--- src/rtl/hazard_ctrl.sv ---
// Hazard controller: data-hazard and mult/div stall detection with a flush override and an md-unit busy tracker.
// Latency: enables, DE_clear and md_busy are combinational in the current cycle; md_cnt and stall_cnt update on posedge clk.
// Backpressure: a stall holds PC and F/D and puts a nop into E; Req overrides the stall. Optional macro HAZARD_STALL_PERF_EN adds the stall counter.
module hazard_ctrl (
    input  logic        clk,
    input  logic        reset,
    input  logic        Req,
    input  logic [4:0]  D_rs_addr,
    input  logic [4:0]  D_rt_addr,
    input  logic [1:0]  D_rs_tuse,
    input  logic [1:0]  D_rt_tuse,
    input  logic [4:0]  E_write_addr,
    input  logic [4:0]  M_write_addr,
    input  logic [1:0]  E_tnew,
    input  logic [1:0]  M_tnew,
    input  logic        D_is_md,
    input  logic        E_md_start,
    input  logic        E_md_div,
    output logic        PC_en,
    output logic        FD_en,
    output logic        DE_en,
    output logic        DE_clear,
    output logic        md_busy,
    output logic [31:0] stall_cnt
);

    typedef enum logic {
        IDLE = 1'b0,
        BUSY = 1'b1
    } md_state_t;

    localparam logic [3:0] MULT_CYCLES = 4'd5;
    localparam logic [3:0] DIV_CYCLES  = 4'd10;

    logic [3:0] r_md_cnt;
    logic [3:0] w_md_cnt_nxt;
    md_state_t  w_md_state;
    logic       w_rs_stall;
    logic       w_rt_stall;
    logic       w_data_stall;
    logic       w_md_stall;
    logic       w_stall;

    // Operand hazards: a producer in E or M whose result arrives later than the operand is needed.
    // tuse == 3 marks an unused operand and can never stall.
    always_comb begin
        w_rs_stall = (D_rs_addr != 5'd0) && (D_rs_tuse != 2'd3) &&
                     (((D_rs_addr == E_write_addr) && (E_tnew > D_rs_tuse)) ||
                      ((D_rs_addr == M_write_addr) && (M_tnew > D_rs_tuse)));
        w_rt_stall = (D_rt_addr != 5'd0) && (D_rt_tuse != 2'd3) &&
                     (((D_rt_addr == E_write_addr) && (E_tnew > D_rt_tuse)) ||
                      ((D_rt_addr == M_write_addr) && (M_tnew > D_rt_tuse)));
        w_data_stall = w_rs_stall || w_rt_stall;
        w_md_stall   = D_is_md && (md_busy || E_md_start);
        w_stall      = w_data_stall || w_md_stall;
    end

    // md unit next-state: IDLE loads on an uncancelled start, BUSY counts down to zero and ignores new starts.
    always_comb begin
        w_md_cnt_nxt = r_md_cnt;
        w_md_state   = (r_md_cnt != 4'd0) ? BUSY : IDLE;
        case (w_md_state)
            IDLE: begin
                if (E_md_start && !Req) begin
                    w_md_cnt_nxt = E_md_div ? DIV_CYCLES : MULT_CYCLES;
                end
            end
            BUSY: begin
                w_md_cnt_nxt = r_md_cnt - 4'd1;
            end
            default: begin
                w_md_cnt_nxt = 4'd0;
            end
        endcase
    end

    // md counter register; reset aborts any operation in flight.
    always_ff @(posedge clk) begin
        if (!reset) begin
            r_md_cnt <= 4'd0;
        end else begin
            r_md_cnt <= w_md_cnt_nxt;
        end
    end

    // Pipeline enables: reset and Req both release the pipeline, otherwise a stall freezes PC/FD and bubbles E.
    always_comb begin
        PC_en    = 1'b1;
        FD_en    = 1'b1;
        DE_en    = 1'b1;
        DE_clear = 1'b0;
        md_busy  = reset && (w_md_state == BUSY);
        if (reset && !Req && w_stall) begin
            PC_en    = 1'b0;
            FD_en    = 1'b0;
            DE_clear = 1'b1;
        end
    end

`ifdef HAZARD_STALL_PERF_EN
    logic [31:0] r_stall_cnt;

    // Stall-cycle performance counter; cycles overridden by Req are not counted, wraps naturally.
    always_ff @(posedge clk) begin
        if (!reset) begin
            r_stall_cnt <= 32'd0;
        end else if (w_stall && !Req) begin
            r_stall_cnt <= r_stall_cnt + 32'd1;
        end
    end

    assign stall_cnt = r_stall_cnt;
`else
    assign stall_cnt = 32'd0;
`endif

endmodule

--- config.mk ---
export PLATFORM = sky130hd
export DESIGN_NAME = hazard_ctrl
export DESIGN_NICKNAME = d
export VERILOG_FILES = /design/src/rtl/hazard_ctrl.sv
export SDC_FILE = /design/constraint.sdc
export NUM_CORES = 1
export LEC_CHECK = 0
export ABC_AREA = 1
export CORE_MARGIN = 8
export CORE_UTILIZATION = 40
export CTS_BUF_LIST = sky130_fd_sc_hd__clkbuf_16
export CTS_CLUSTER_DIAMETER = 200
export DETAILED_ROUTE_END_ITERATION = 12
export GPL_TIMING_DRIVEN = 0
export MAX_ROUTING_LAYER = met4
export PLACE_DENSITY = 0.92
export SYNTH_ARGS = -nofsm -noshare
export SYNTH_HDL_FRONTEND = slang
export SYNTH_SLANG_ARGS = --single-unit
export TNS_END_PERCENT = 1
--- constraint.sdc ---
create_clock -name clk -period 7.9 [get_ports clk]
set_clock_uncertainty 0.05 [all_clocks]
set_input_delay 2.37 -clock clk [delete_from_list [all_inputs] [get_ports clk]]
set_output_delay 2.37 -clock clk [all_outputs]
set_load 0.02 [all_outputs]
==> flow_metrics.py, run 1 <==
metrics = {
    "drt": {
        "drc": 0,
        "postRouteAntennaNets": 0,
        "detail_route.wirelength_mm": 2.90,
        "wl_per_cell_um": 9.41,
        "first_pass_iters": 4,
        "via_per_inst": 4.03,
        "detailroute.via_count": 1240,
        "dr.first_iter.drc_count": 56,
    },
    "grt": {
        "grt_overflow_total": 0,
        "grtUsageTotal_pct": 11.8,
        "largest_net_degree_at_the_start_of_global_routing": 5,
        "grt_pass1_wl_mm": 4.78,
        "initial_antenna_violation_count": 0,
        "grt_pass1_vias": 1133,
    },
    "timing": {
        "fin_worst_hold_slack_ns": 0.434,
        "final_max_slew_viol_count": 0,
        "final_min_period_ns": 7.04,
        "max_freq_mhz": 142,
        "timing.final.crit_share_pct": 89.1,
        "timing.final.hold_violations": 0,
        "setup_viol_count_final": 0,
        "setup_total_negative_slack_ns": 0,
        "grt_setup_unrepaired": "no",
    },
    "power": {
        "power_uw": 280,
        "p_leak_nw": 1.04,
        "vdd.ir_drop.worst_mv": 0.246,
        "pwr_density_cell_nw_per_um2": 161,
    },
    "critical_path": {
        "timing.critical_path.required_ns": 5.48,
        "crit_type": "in -> out",
        "setup.worst_path.end_class": "primary output",
        "arrival_ns": 4.62,
        "cpMaxStageDelayCell": "sky130_fd_sc_hd__clkdlybuf4s50_1",
        "path_cells": "clkdlybuf4s50_1 > inv_1 > ha_1 > nand2_1 > inv_1 > nor2_1 > nand2_1 > nor2_1 > nand2_1 > nand2_1 > nand2_1 > nand3_1 > nand2_1 > inv_2 > clkdlybuf4s50_1",
        "worst_path_most_repeated_cell": "sky130_fd_sc_hd__nand2_1",
        "cp-start-kind": "input pin",
        "max_stage_delay_ns": 0.61,
        "worst-path-max-fanout": 3,
    },
    "clocking": {
        "h-tree-depth": 1,
        "cts_buffers": 3,
        "cts.path.max_buffers": 2,
        "clock_sink_count": 4,
        "clockRootBuffer": "sky130_fd_sc_hd__clkbuf_16",
        "tritoncts": "built",
        "clk-insertion-delay-late_ns": 0.22,
        "post_cts.repair.setup_buffers": 0,
        "cts.reportedPaths.clkPinSlew_ns": 0.03,
        "cts_repair_resize_count": 0,
        "postCtsHoldBufs": 0,
    },
    "synthesis": {
        "yosys_register_bits": 4,
        "post_synth_and_or_nand_nor_area_fraction_pct": 35.9,
        "yosysUniqueCellTypes": 22,
        "yosys.area_share.adder_pct": 9.92,
        "largest_family_of_logic_cells_by_synthesized_area": "buffers and inverters",
        "yosysWarningCount": 0,
        "post_synth_mux_area_share_pct": 0,
        "netlist_instances": 206,
        "syn_avg_cell_area_um2": 5.51,
        "synth-compound-area-share_pct": 6.62,
        "synth_xor_xnor_area_share_pct": 3.09,
        "mappedNetlistArea_um2": 1130,
        "ys_seq_area_share_pct": 7.06,
    },
    "place": {
        "gp_congestion": 0.858,
        "dpl-instance-area_um2": 1660,
        "numPlacedInstances": 305,
        "number_of_buffers_added_on_ports": 37,
        "hpwlAfterDp_mm": 2.65,
    },
    "min_path": {
        "min-delay-path-class": "reg -> reg",
    },
    "floorplanning": {
        "top_level_ports": 71,
        "core_um2": 2730,
        "dieWidth_um": 69.3,
        "die_area_um2": 4800,
        "rows": 19,
        "initial_core_util_pct": 41.5,
        "chipHeight_um": 69.3,
    },
    "final_layout": {
        "nNetsFinal": 322,
        "layout_top_registers": "r_md_cnt (4)",
        "finish.instance_area_um2": 1740,
        "fraction_of_layout_cells_with_a_size_suffix_above_1_pct": 17.3,
        "antenna_cells_inserted": 0,
        "largest_reg_flops": 4,
        "top_reg_by_flops": "r_md_cnt",
        "fillerInstances": 267,
        "flow.area_growth_from_synthesis_pct": 52.9,
        "finalNonFillerCells": 308,
    },
    "run_status": {
        "outcome": "finished clean",
    },
    "flow_run": {
        "max-cap-violations": 0,
    },
}
## layout make-up
cell class / count / area (um2) / area share [%]
inverters: 43 / 161 / 9.30
repair buffers: 37 / 370 / 21.3
plain buffers: 34 / 255 / 14.7
flip-flops and latches: 4 / 80.1 / 4.61
clock buffers: 3 / 75.1 / 4.33
multi-input cells: 156 / 754 / 43.5
well taps: 31 / 38.8 / 2.24
## routing by layer
| layer | GRT usage [%] | part of all wire, % | up-vias |
|---|---|---|---|
| met5 | - | 0 | - |
| met4 | 4.10 | 1.1 | 0 |
| met2 | 19.6 | 48 | 45 |
| met3 | 3.58 | 6.6 | 4 |
| li1 | - | - | 690 |
| met1 | 13.1 | 44 | 501 |
## worst paths after layout
| path | startpoint | depth (start not counted) | slack, ns | to |
|---|---|---|---|---|
| worst min-delay path | r_md_cnt[1] | 2 | 0.43 | r_md_cnt[1] |
| worst max register to register | r_md_cnt[0] | 11 | 6.43 | r_md_cnt[1] |
| worst max-delay path | D_rt_tuse[1] | 15 | 0.86 | DE_clear |
| worst min register to register | r_md_cnt[1] | 2 | 0.43 | r_md_cnt[1] |
## stage by stage
stage / util, % / setup WS [ns]
finish: 63.5 / 0.863
global route: 63.5 / 0.672
global placement: 60.7 / 0.898
detailed placement: 60.7 / 0.868
floorplan: - / 1.92
CTS: 63.5 / 0.853
## logic make-up (layout without fill, tap and decap cells)
kind of cell | count (synthesis) | after routing
other cells | 2 | 33
fa+ha+maj | 9 | 9
simple gates | 98 | 98
flops | 4 | 4
compound gates | 12 | 12
xor+xnor | 4 | 4
buf+inv | 77 | 117
## where the power goes
part | total [mW] | internal, mW | switching (mW)
logic | 0.164 | 0.0712 | 0.0933
clock network | 0.0782 | 0.0646 | 0.0136
registers | 0.0370 | 0.0292 | 0.00773
total | 0.280 | 0.165 | 0.115
## layout by cell type, fill, tap and decap left out, drive strengths merged
master          n
nor3            3
inv            42
nand2          65
a21oi           6
buf            34
nor2           19
dfxtp           4
nand4           2
clkinv          1
clkbuf          3
nand3           9
o21ai           6
clkdlybuf4s50  37
conb           33
ha              9
xor2            4
## critical path: cells and delay by family
kind,cells,cell delay (ns)
buf+inv,5,1.25
fa+ha+maj,1,0.31
simple gates,9,0.66
## Yosys cell counts, drive strengths merged
master	count	area (um2)
dfxtp	4	80.1
buf	34	255
nor3	3	20.0
nand2	65	246
ha	9	113
o21ai	6	33.8
conb	2	7.51
nand4	2	12.5
xor2	4	35.0
nor2	19	83.8
a21oi	6	41.3
inv	42	158
nand3	9	45.0
clkinv	1	3.75
Note: power is estimated with default switching activity, not from simulation.
==> run 2: changes to the inputs <==
- CAP_MARGIN: unset -> 30
==> results of run 2 <==
The final DEF is identical to that of run 1; final timing and power are the same.
